### src/rtl/imem_boot_loader_if.sv
// Byte-stream input and instruction-memory write bus of the boot loader.
// The slave view belongs to the loader and the master view to the host that feeds it.
interface imem_boot_loader_if #(
    parameter int INSTRUCTION_LEN      = 16,
    parameter int INSTRUCTION_MEM_SIZE = 8
);
    localparam int AW = (INSTRUCTION_MEM_SIZE > 1) ? $clog2(INSTRUCTION_MEM_SIZE) : 1;

    logic [7:0]                 in_data;
    logic                       in_valid;
    logic                       in_ready;
    logic                       imem_we;
    logic [AW-1:0]              imem_addr;
    logic [INSTRUCTION_LEN-1:0] imem_wdata;

    modport master (
        output in_data, in_valid,
        input  in_ready, imem_we, imem_addr, imem_wdata
    );

    modport slave (
        input  in_data, in_valid,
        output in_ready, imem_we, imem_addr, imem_wdata
    );
endinterface

### src/rtl/imem_boot_loader.sv
// Packs a valid/ready byte stream into instruction words, writes them to instruction memory and
// holds the processor in reset until the image is loaded. Define IMEM_CHECKSUM_EN for XOR-checked images.
module imem_boot_loader #(
    parameter int INSTRUCTION_LEN      = 16,
    parameter int INSTRUCTION_MEM_SIZE = 8
) (
    input  logic                     clk,
    input  logic                     reset,
    input  logic                     reload,
    imem_boot_loader_if.slave        bus,
    output logic                     cpu_reset,
    output logic                     done,
    output logic                     err
);
    localparam int BPW = INSTRUCTION_LEN / 8;
    localparam int AW  = (INSTRUCTION_MEM_SIZE > 1) ? $clog2(INSTRUCTION_MEM_SIZE) : 1;
    localparam int BW  = (BPW > 1) ? $clog2(BPW) : 1;
    localparam logic [AW-1:0] LAST_WORD = AW'(INSTRUCTION_MEM_SIZE - 1);
    localparam logic [BW-1:0] LAST_BYTE = BW'(BPW - 1);

    typedef enum logic [2:0] {
        IDLE  = 3'd0,
        LOAD  = 3'd1,
        WRITE = 3'd2,
`ifdef IMEM_CHECKSUM_EN
        CHECK = 3'd3,
        ERROR = 3'd5,
`endif
        RUN   = 3'd4
    } state_t;

    state_t                     state;
    state_t                     state_next;
    logic [AW-1:0]              word_cnt;
    logic [BW-1:0]              byte_cnt;
    logic [INSTRUCTION_LEN-1:0] word;
    logic [INSTRUCTION_LEN-1:0] word_shift;
    logic [AW-1:0]              addr_q;
    logic [INSTRUCTION_LEN-1:0] wdata_q;
    logic                       cpu_reset_q;
    logic                       done_q;
    logic                       byte_acc;
    logic                       last_byte;
    logic                       restart;
    logic                       in_ready_c;
    logic                       imem_we_c;
`ifdef IMEM_CHECKSUM_EN
    logic [7:0]                 csum;
    logic                       err_q;
`endif

    // Concatenate then truncate so a one-byte word (BPW == 1) needs no special case.
    function automatic logic [INSTRUCTION_LEN-1:0] shift_in(
        input logic [INSTRUCTION_LEN-1:0] w,
        input logic [7:0]                 b
    );
        logic [INSTRUCTION_LEN+7:0] cat;
        cat = {w, b};
        return cat[INSTRUCTION_LEN-1:0];
    endfunction

    assign byte_acc   = (state == LOAD) && bus.in_valid;
    assign last_byte  = (byte_cnt == LAST_BYTE);
    assign word_shift = shift_in(word, bus.in_data);

    always_comb begin
        state_next = state;
        in_ready_c = 1'b0;
        imem_we_c  = 1'b0;
        restart    = 1'b0;
        case (state)
            IDLE: state_next = LOAD;
            LOAD: begin
                in_ready_c = 1'b1;
                if (bus.in_valid && last_byte) state_next = WRITE;
            end
            WRITE: begin
                imem_we_c = 1'b1;
                if (word_cnt == LAST_WORD) begin
`ifdef IMEM_CHECKSUM_EN
                    state_next = CHECK;
`else
                    state_next = RUN;
`endif
                end else begin
                    state_next = LOAD;
                end
            end
`ifdef IMEM_CHECKSUM_EN
            CHECK: begin
                in_ready_c = 1'b1;
                if (bus.in_valid) state_next = (bus.in_data == csum) ? RUN : ERROR;
            end
            ERROR: begin
                if (reload) begin
                    restart    = 1'b1;
                    state_next = LOAD;
                end
            end
`endif
            RUN: begin
                if (reload) begin
                    restart    = 1'b1;
                    state_next = LOAD;
                end
            end
            default: state_next = IDLE;
        endcase
    end

    // Control: state and registered processor-facing status.
    always_ff @(posedge clk or negedge reset) begin
        if (!reset) begin
            state       <= IDLE;
            cpu_reset_q <= 1'b0;
            done_q      <= 1'b0;
        end else begin
            state       <= state_next;
            cpu_reset_q <= (state_next == RUN);
            done_q      <= (state_next == RUN);
        end
    end

`ifdef IMEM_CHECKSUM_EN
    always_ff @(posedge clk or negedge reset) begin
        if (!reset) begin
            err_q <= 1'b0;
            csum  <= 8'h00;
        end else begin
            err_q <= (state_next == ERROR);
            if (restart)       csum <= 8'h00;
            else if (byte_acc) csum <= csum ^ bus.in_data;
        end
    end
    assign err = err_q;
`else
    assign err = 1'b0;
`endif

    // Datapath: byte packing, word counter and held write port.
    always_ff @(posedge clk or negedge reset) begin
        if (!reset) begin
            word_cnt <= '0;
            byte_cnt <= '0;
            word     <= '0;
            addr_q   <= '0;
            wdata_q  <= '0;
        end else if (restart) begin
            word_cnt <= '0;
            byte_cnt <= '0;
            word     <= '0;
        end else begin
            if (byte_acc) begin
                word <= word_shift;
                if (last_byte) begin
                    byte_cnt <= '0;
                    addr_q   <= word_cnt;
                    wdata_q  <= word_shift;
                end else begin
                    byte_cnt <= byte_cnt + 1'b1;
                end
            end
            // The final word leaves word_cnt parked; only reload or reset rewinds it.
            if ((state == WRITE) && (word_cnt != LAST_WORD)) word_cnt <= word_cnt + 1'b1;
        end
    end

    assign bus.in_ready   = in_ready_c;
    assign bus.imem_we    = imem_we_c;
    assign bus.imem_addr  = addr_q;
    assign bus.imem_wdata = wdata_q;
    assign cpu_reset      = cpu_reset_q;
    assign done           = done_q;
endmodule

### src/flat_wrapper.sv
// flat-port wrapper written by rule: the top's interface ports become plain ports
module imem_boot_loader_flat 
#(
    parameter int INSTRUCTION_LEN      = 16,
    parameter int INSTRUCTION_MEM_SIZE = 8
)
  (clk, reset, reload, cpu_reset, done, err, bus_in_data, bus_in_valid, bus_in_ready, bus_imem_we, bus_imem_addr, bus_imem_wdata);
  imem_boot_loader_if #(.INSTRUCTION_LEN(INSTRUCTION_LEN), .INSTRUCTION_MEM_SIZE(INSTRUCTION_MEM_SIZE)) bus_i ();
  input  logic clk;
  input  logic reset;
  input  logic reload;
  output logic cpu_reset;
  output logic done;
  output logic err;
  input wire logic [$bits(bus_i.in_data)-1:0] bus_in_data;
  input wire logic [$bits(bus_i.in_valid)-1:0] bus_in_valid;
  output wire logic [$bits(bus_i.in_ready)-1:0] bus_in_ready;
  output wire logic [$bits(bus_i.imem_we)-1:0] bus_imem_we;
  output wire logic [$bits(bus_i.imem_addr)-1:0] bus_imem_addr;
  output wire logic [$bits(bus_i.imem_wdata)-1:0] bus_imem_wdata;
  assign bus_i.in_data = bus_in_data;
  assign bus_i.in_valid = bus_in_valid;
  assign bus_in_ready = bus_i.in_ready;
  assign bus_imem_we = bus_i.imem_we;
  assign bus_imem_addr = bus_i.imem_addr;
  assign bus_imem_wdata = bus_i.imem_wdata;
  imem_boot_loader #(.INSTRUCTION_LEN(INSTRUCTION_LEN), .INSTRUCTION_MEM_SIZE(INSTRUCTION_MEM_SIZE)) u_core (.clk(clk), .reset(reset), .reload(reload), .bus(bus_i), .cpu_reset(cpu_reset), .done(done), .err(err));
endmodule
### config.mk
export PLATFORM = sky130hd
export DESIGN_NAME = imem_boot_loader_flat
export DESIGN_NICKNAME = d
export VERILOG_FILES = /design/src/rtl/imem_boot_loader_if.sv /design/src/rtl/imem_boot_loader.sv /design/src/flat_wrapper.sv
export SDC_FILE = /design/constraint.sdc
export NUM_CORES = 1
export LEC_CHECK = 0
export BUFFER_PORTS_ARGS = -buffer_cell sky130_fd_sc_hd__buf_4
export CAP_MARGIN = 10
export CORE_MARGIN = 2
export CORE_UTILIZATION = 25
export CTS_CLUSTER_DIAMETER = 40
export DETAILED_ROUTE_END_ITERATION = 16
export GPL_ROUTABILITY_DRIVEN = 0
export HOLD_SLACK_MARGIN = 0.08
export PLACE_DENSITY = 0.44
export RECOVER_POWER = 100
export SLEW_MARGIN = 20
export SYNTH_ARGS = -nofsm -noshare
export SYNTH_HDL_FRONTEND = slang
export SYNTH_SLANG_ARGS = --single-unit
### constraint.sdc
create_clock -name clk -period 2.1 [get_ports clk]
set_input_delay 0 -clock clk [delete_from_list [all_inputs] [get_ports clk]]
set_output_delay 0 -clock clk [all_outputs]
set_load 0.01 [all_outputs]
== Word level (Yosys, flattened, before mapping) ==
Cells that the tools add are included.

* Output and inout port bits: 24
* Input bits: 12
* Register bits: 35

* Reduce and logical (&&, ||, !) cells: 7
* $add $sub $neg: 2
* Eq/ne operators: 6
* Bitwise gates (word level): 1
* Mux-type cells: 15

{| class="wikitable"
|+ Operators by type and width
! kind !! number
|-
| 8-bit 2-to-1 mux || 2
|-
| 3-bit 2-to-1 mux || 5
|-
| 3-bit case mux with 4 select lines || 1
|-
| 3-bit equality test, second input constant || 3
|-
| 1-bit 2-to-1 mux || 7
|-
| 2-bit nonzero test || 2
|-
| 3-bit by 1-bit adder with 3-bit output, second input constant || 1
|-
| 3-bit by 1-bit equality test with 1-bit output, second input constant || 1
|-
| 3-bit by 2-bit equality test with 1-bit output, second input constant || 1
|-
| 1-bit logical AND || 3
|-
| 3-bit logical NOT || 1
|-
| 3-bit inequality test, second input constant || 1
|-
| 3-bit AND reduction || 1
|-
| 1-bit adder, second input constant || 1
|-
| 1-bit NOT || 1
|}

== Logic depth before layout (Yosys ltp) ==
Gate-level depths: netlist of run 1.

* Depth after elaboration: 4
* Depth in mapped cells: 6
* Gate-level depth less buffers: 5

== Worst setup path after synthesis of run 1 ==
No wires, ideal clock.

* Kind: reg2reg
* From: reg u_core.word_cnt[0]
* To: reg u_core.word_cnt[1]
* Stages on the path, launching flop included: 6
* Setup time: 0.121 ns
* Path buffers: 0
* Slack: 0.543 ns
* Period minus slack after synthesis: 1.557 ns
* Data arrival time: 1.436 ns
* Cells stage by stage: dfrtp_1 -> ha_1 -> ha_1 -> nor4b_2 -> nor2_1 -> a22o_1

* Cells in the longest elaborated chain, start to end: 3
* Elaborated cells on any way between the ends: 6
* Classes of those cells: 1 x add/sub; 1 x eq/ne; 2 x mux; 2 x reduce/logical

{| class="wikitable"
|+ RTL lines
! element !! line !! source
|-
| start, declared || imem_boot_loader.sv:34 || <nowiki>logic [AW-1:0] word_cnt;</nowiki>
|-
| start signal, assigned || imem_boot_loader.sv:164 || <nowiki>if ((state == WRITE) && (word_cnt != LAST_WORD)) word_cnt <= word_cnt + 1'b1;</nowiki>
|-
| 3-bit by 1-bit adder with 3-bit output / 3-bit inequality test (equally long branches) || imem_boot_loader.sv:164 ||
|-
| 3-bit 2-to-1 mux / 1-bit logical AND (equally long branches) || imem_boot_loader.sv:164 ||
|-
| 3-bit 2-to-1 mux / 2-bit nonzero test (equally long branches) || n/a ||
|}

Several ways; a longest one is shown, not always the timed one. The select of a mux whose other input is x is not followed.
A chain may end at the register's enable or synchronous reset.

== Worst setup path after layout of run 1 ==
* From: reg u_core.state[2]
* To: reg u_core.word[7]

* Cells in the longest elaborated chain, start to end: 3
* Elaborated cells on any way between the ends: 6
* Classes of those cells: 2 x eq/ne; 2 x mux; 2 x reduce/logical

{| class="wikitable"
|+ RTL lines
! element !! line !! source
|-
| start, declared || imem_boot_loader.sv:32 || <nowiki>state_t state;</nowiki>
|-
| start signal, assigned || imem_boot_loader.sv:118 || <nowiki>state <= state_next;</nowiki>
|-
| 3-bit equality test / 3-bit by 1-bit equality test with 1-bit output (equally long branches) || imem_boot_loader.sv:71, imem_boot_loader.sv:62 ||
|-
| 1-bit 2-to-1 mux / 1-bit logical AND (equally long branches) || imem_boot_loader.sv:71, imem_boot_loader.sv:62 ||
|-
| 8-bit 2-to-1 mux / 2-bit nonzero test (equally long branches) || n/a ||
|-
| end signal, assigned || imem_boot_loader.sv:154 || <nowiki>word <= word_shift;</nowiki>
|-
| end, declared || imem_boot_loader.sv:36 || <nowiki>logic [INSTRUCTION_LEN-1:0] word;</nowiki>
|}

Several ways; a longest one is shown, not always the timed one.

==> results.ini, run 1 <==
[run_status]
status = finished, final reports clean

[logic_synthesis]
synth-seq-cells = 35
synth_edf_count = 0
synthFlopType = dfrtp_1
async_reset_ff_share_pct = 100
synth_top_family_by_area = multiplexers
synth-compound-area-share_pct = 7.15
synth_cells = 101
synthXorXnorAreaFrac_pct = 0.589
yosys_warnings = 0
synthSimpleGateAreaFrac_pct = 8.92
synth_nets = 115
synth.area.mux_share_pct = 17.6
avgSynthCellArea_um2 = 14.7
yosysUniqueCellTypes = 28
synthAdderAreaFrac_pct = 1.68
ys_seq_area_share_pct = 58.9
syn-cell-area_mm2 = 0.00149

[global_route]
grt_pass1_vias = 956
grt_antenna_before_repair = 0
grt_usage_pct = 10.0
grt_pass1_wl_um = 4790
grt-ovfl-total = 0
grt_max_degree = 36

[worst_setup_path]
r2r_slack_ps = 360
critical_path.slowest_cell = dfrtp_1
worstPathArrival_ps = 1970
critPathRequiredTime_ps = 2330
timing.rr.start = u_core.state[2]
critPathBufInv = 1
worst-path-max-fanout = 9
timing.rr.end = u_core.word[7]
r2r_cells = 4
worstSetupPathType = reg -> reg
path_cells = and4bb_1, clkbuf_2, nor2_1, a22o_1
critPathMaxStageDelay_ps = 490
end_kind = flop
critical_path.top_delay_family = simple AND/OR/NAND/NOR gates
cp-start-kind = flop

[cells_and_area]
diodes = 0
nFillCells = 606
instances_no_fill = 222
num-nets-final = 161
final_core_util_pct = 31.8
drive_gt1_share_pct = 21.1
area_growth_syn_to_layout_pct = 25.0

[die]
placementRows = 28
start_util_pct = 25.4
ios = 36
die_h_um = 81.1
core_mm2 = 0.00585
die_w_um = 81.1
die_area_mm2 = 0.00658

[clock_tree]
cts-buffers-inserted = 5
cts_tree = built
root_buffer = clkbuf_8
clk_latency_ps = 290
cts_resized = 0
clock-sinks = 35
clk_pin_slew_ps = 70
postCtsSetupBuffers = 0
max-clock-path-buffers = 2
hold_buffers = 10
htreeDepth = 2

[timing]
setup_viol = 0
finalMaxSlewViolations = 0
fin_crit_sh_pct = 82.9
worst_clock_skew_ps = 5.96
layout_setup_ws_ps = 360
final-hold-violation-count = 0
fin_crit_ps = 1740
tightest_slew_ps = 854
relSlewSlack_pct = 43.1
fmax_ghz = 0.575
fin_tns_setup_ps = 0
rsz0062_at_grt = no

[route]
wl_um = 2880
ant_nets = 0
post-route-drc-count = 0
dr.pass1.iters = 4
viasPerCell = 4.33
drt_iter0_drc = 23
vias = 961
wl_per_cell_um = 13.0

[run]
maxCapViolCount = 0

[worst_hold_path]
hp-class = in -> reg
holdPathStages = 4
min-delay-start = reload
holdPathEnd = u_core.state[0]

[power]
p_leak_nw = 0.799
peakVddDrop_uv = 487
power.density_mw_per_mm2 = 1410

[place]
io_buffers = 34
dp_hpwl_um = 1950
place_ws_ps = 387
dp.cells = 205

[area by class of cell]
cell class	count	area (um2)	area share (%)
timing repair buffer	45	272	14.6
clock inverter	2	37.5	2.02
multi-input combinational	57	500	26.9
inverter	3	11.3	0.606
sequential	35	876	47.1
tap	75	93.8	5.05
clock buffer	5	68.8	3.70
[logic make-up after synthesis]
family,count (synthesis)
AO/OA/AOI/OAI,14
multiplexers,20
other,1
AND/OR/NAND/NOR,19
buffers and inverters,9
adder cells (fa/ha/maj),2
flip-flops,35
XOR/XNOR,1
[tightest hold or removal path: cells and delay by family]
kind	cells	cell delay (ps)
AO/OA/AOI/OAI	2	190
buffers and inverters	1	100
AND/OR/NAND/NOR	1	90
[placed cells by master, fill, tap and decap left out, drive strengths merged, types with 2 or more instances in the layout]
cell         Yosys  layout
a22o             9       9
nor2             7       7
mux2            19      19
buf              6      10
a21oi            2       2
a31oi            2       2
nor3             2       2
nand2            2       2
dfrtp           35      35
and4bb           2       2
ha               2       2
dlygate4sd3      0      10
inv              3       3
clkbuf           0      30
[synthesized netlist by cell type, types with 2 or more instances]
master	count	area [um2]
a21oi_1	2	10.0
a22o_1	9	78.8
a31oi_1	2	12.5
buf_4	2	15.0
buf_6	2	22.5
dfrtp_1	35	876
ha_1	2	25.0
inv_1	3	11.3
mux2_2	9	101
mux2_4	10	150
nor2_1	7	26.3
nor3_1	2	10.0
[worst max path at each step]
stage	slack (ps)	startpoint	endpoint	cells past startpoint
floorplan	540	u_core.word_cnt[0]	u_core.word_cnt[1]	5
global placement	430	u_core.state[2]	u_core.bus.imem_addr[2]	4
detailed placement	390	u_core.word_cnt[0]	u_core.word_cnt[1]	5
CTS	360	u_core.word_cnt[0]	u_core.word_cnt[1]	5
global route	220	u_core.state[2]	u_core.word[2]	4
finish	360	u_core.state[2]	u_core.word[7]	4
[through the flow]
stage | hold slack (ps) | power (mW) | area [um2]
detailed placement | -13.5 | 2.32 | 1780
floorplan | -296 | 1.89 | 1490
global placement | -22.7 | 2.30 | 1780
finish | 136 | 2.62 | 1860
global route | 135 | 2.81 | 1860
CTS | 123 | 2.95 | 1990
[state kept, by name, summed over array words and instances (netlist names)]
register               count
u_core.cpu_reset           1
u_core.byte_cnt            1
u_core.bus.imem_addr       3
u_core.bus.imem_wdata     16
u_core.state               3
u_core.word_cnt            3
u_core.word                8
[routing by layer]
metal | wire [um] | vias up | track usage [%]
met5 | 0 | - | 0
met4 | 53 | 0 | 5.08
met3 | 214 | 7 | 3.89
met2 | 1330 | 30 | 15.2
met1 | 1280 | 474 | 12.3
li1 | - | 450 | -
[power breakdown]
group          internal [mW]  leakage, nW  switching (mW)
combinational          0.418        0.326           0.420
clock                  0.347       0.0502           0.247
sequential             0.982        0.423           0.205
Power figures use the tool's default switching activity.
==> run 2, diff against run 1 <==
==> constraint.sdc (replaced) <==
create_clock -name clk -period 1.7 [get_ports clk]
set_input_delay 0 -clock clk [delete_from_list [all_inputs] [get_ports clk]]
set_output_delay 0 -clock clk [all_outputs]
set_load 0.01 [all_outputs]
==> results.ini, run 2 (synthesized netlist as in run 1, its figures left out) <==
[route]
dr.pass1.iters = 4  ; unchanged
viasPerCell = 4.19  ; -3.1%
route.met3.wl_um = 169  ; -21%
wl_um = 2900  ; +0.45%
drt_iter0_drc = 32  ; +39%
post-route-drc-count = 0  ; unchanged
dr_wl_met2_um = 1270  ; -5.0%
vias = 952  ; -0.94%
top_layer = met4
ant_nets = 0  ; unchanged
wl_per_cell_um = 12.8  ; -1.8%
drt-met1-wl_um = 1420  ; +11%

[worst_setup_path]
r2r_cells = 4  ; unchanged
worst-path-max-fanout = 16  ; +7
critPathRequiredTime_ps = 1870  ; -460 ps
r2r_slack_ps = 120  ; -240 ps
timing.rr.end = u_core.bus.imem_wdata[1]
cp-start-kind = flop
worstPathArrival_ps = 1750  ; -220 ps
timing.rr.start = u_core.state[1]
worstSetupPathType = reg -> reg
end_kind = flop

[timing]
final-hold-violation-count = 0  ; unchanged
fin_tns_setup_ps = 0  ; unchanged
fin_crit_sh_pct = 93.2  ; +10 points
setup_viol = 0  ; unchanged
fin_crit_ps = 1580  ; -156 ps
finalMaxSlewViolations = 0  ; unchanged
relSlewSlack_pct = 41.4  ; -1.6 points
rsz0062_at_grt = no
fmax_ghz = 0.631  ; +9.9%
layout_setup_ws_ps = 116  ; -244 ps
tightest_slew_ps = 878  ; +24.6 ps
worst_clock_skew_ps = 2.87  ; -3.09 ps

[run_status]
status = finished, final reports clean

[global_route]
grt_usage_pct = 10.4  ; +0.40 points
grt_antenna_before_repair = 0  ; unchanged
grt_pass1_vias = 1002  ; +4.8%
grt_pass1_wl_um = 5000  ; +4.5%
grt-ovfl-total = 0  ; unchanged
grt_max_degree = 36  ; unchanged

[die]
placementRows = 28  ; unchanged
die_area_mm2 = 0.00658  ; unchanged
start_util_pct = 25.4  ; unchanged
die_h_um = 81.1  ; unchanged
ios = 36  ; unchanged
core_mm2 = 0.00585  ; unchanged
die_w_um = 81.1  ; unchanged

[run]
maxCapViolCount = 0  ; unchanged

[power]
p_leak_nw = 0.828  ; +3.7%
comb_power_share_pct = 35.5  ; +3.5 points
power.density_mw_per_mm2 = 1680  ; +19%
clkPwrFrac_pct = 18.5  ; -4.2 points
peakVddDrop_uv = 594  ; +22%
p_seq_share_pct = 46.0  ; +0.7 points
switching_share_pct = 34.2  ; +0.91 points
switchingPower_mw = 1.09  ; +24%
p_int_mw = 2.09  ; +20%

[clock_tree]
cts-buffers-inserted = 5  ; unchanged
clock-sinks = 35  ; unchanged
clk_latency_ps = 290  ; about the same
cts_tree = built
root_buffer = clkbuf_8
htreeDepth = 2  ; unchanged
max-clock-path-buffers = 2  ; unchanged
clk_pin_slew_ps = 70  ; about the same

[cells_and_area]
area_growth_syn_to_layout_pct = 26.7
diodes = 0  ; unchanged
mostFrequentLayoutCells = 35 x dfrtp_1, 23 x clkbuf_1, 15 x buf_4
drive_gt1_share_pct = 24.3  ; +3.3 points
largest_reg_flops = 16  ; unchanged
num-nets-final = 165  ; +2.5%
layout_commonest_cell = dfrtp_1

[place]
io_buffers = 34  ; unchanged
dp_hpwl_um = 1970  ; +1.1%
place_ws_ps = 144  ; -244 ps

[worst_hold_path]
hp-class = in -> reg
min-delay-start = reload
holdPathEnd = u_core.byte_cnt
holdPathStages = 4  ; unchanged

[run 2: cell count changes in the layout (fill, tap and decap cells not counted), sizes merged]
cell / change
buf: +6
bufinv: -1
clkbuf: -1
clkinv: +1
[run 2: metal layers]
metal | track usage, % | up-vias
met2 | 15.8 | 28
met5 | 0 | -
met4 | 4.58 | 0
met3 | 3.44 | 5
met1 | 13.5 | 466
li1 | - | 453
[run 2: worst max-delay path by stage]
stage / endpoint / startpoint / depth (start not counted) / slack, ps
after floorplan: u_core.word_cnt[1] / u_core.word_cnt[0] / 5 / 140
after global placement: u_core.word_cnt[2] / u_core.word_cnt[0] / 6 / 130
after detailed placement: u_core.word_cnt[2] / u_core.word_cnt[0] / 6 / 140
after CTS: u_core.word_cnt[2] / u_core.word_cnt[0] / 6 / 130
after global routing: u_core.bus.imem_wdata[2] / u_core.state[1] / 4 / 40
final: u_core.bus.imem_wdata[1] / u_core.state[1] / 4 / 120
[run 2: per-stage QoR]
stage | hold slack [ps] | utilization [%] | instance area, um2 | total power [mW] | std cells
after floorplan | -296 | - | 1490 | 2.34 | 101
after global placement | -23.0 | 31.2 | 1820 | 2.90 | 209
after detailed placement | -11.9 | 31.2 | 1820 | 2.91 | 209
after CTS | 117 | 34.3 | 2010 | 3.55 | 227
after global routing | 162 | 32.2 | 1890 | 3.46 | 227
final | 137 | 32.2 | 1890 | 3.17 | 227
[run 2: power by group through the flow]
stage	Clock (mW)	Combinational (mW)	Sequential, mW
floorplan	0	0.812	1.53
global placement	0	1.41	1.48
detailed placement	0	1.43	1.49
CTS	0.619	1.45	1.48
global route	0.668	1.27	1.52
finish	0.587	1.13	1.46
[run 2: critical path, cell delays in order, from the launching register on]
cell and delay, ps:
dfrtp_1 440, and4bb_1 430, nand2_8 90, buf_6 180, mux2_1 320
[run 2: timing repair]
action,CTS,global route
endpoints found under the hold margin,53,0
hold buffers,10,0
buffers inserted,0,0
endpoints found under the setup margin,0,0
resized for setup,0,0
[run 2: layout make-up]
cell class                 count  area [um2]
inverter                       3        11.3
sequential                    35         876
clock buffer                   6        72.6
timing repair buffer          49         312
clock inverter                 2        12.5
tap                           75        93.8
multi-input combinational     57         508
fill                         601        3970
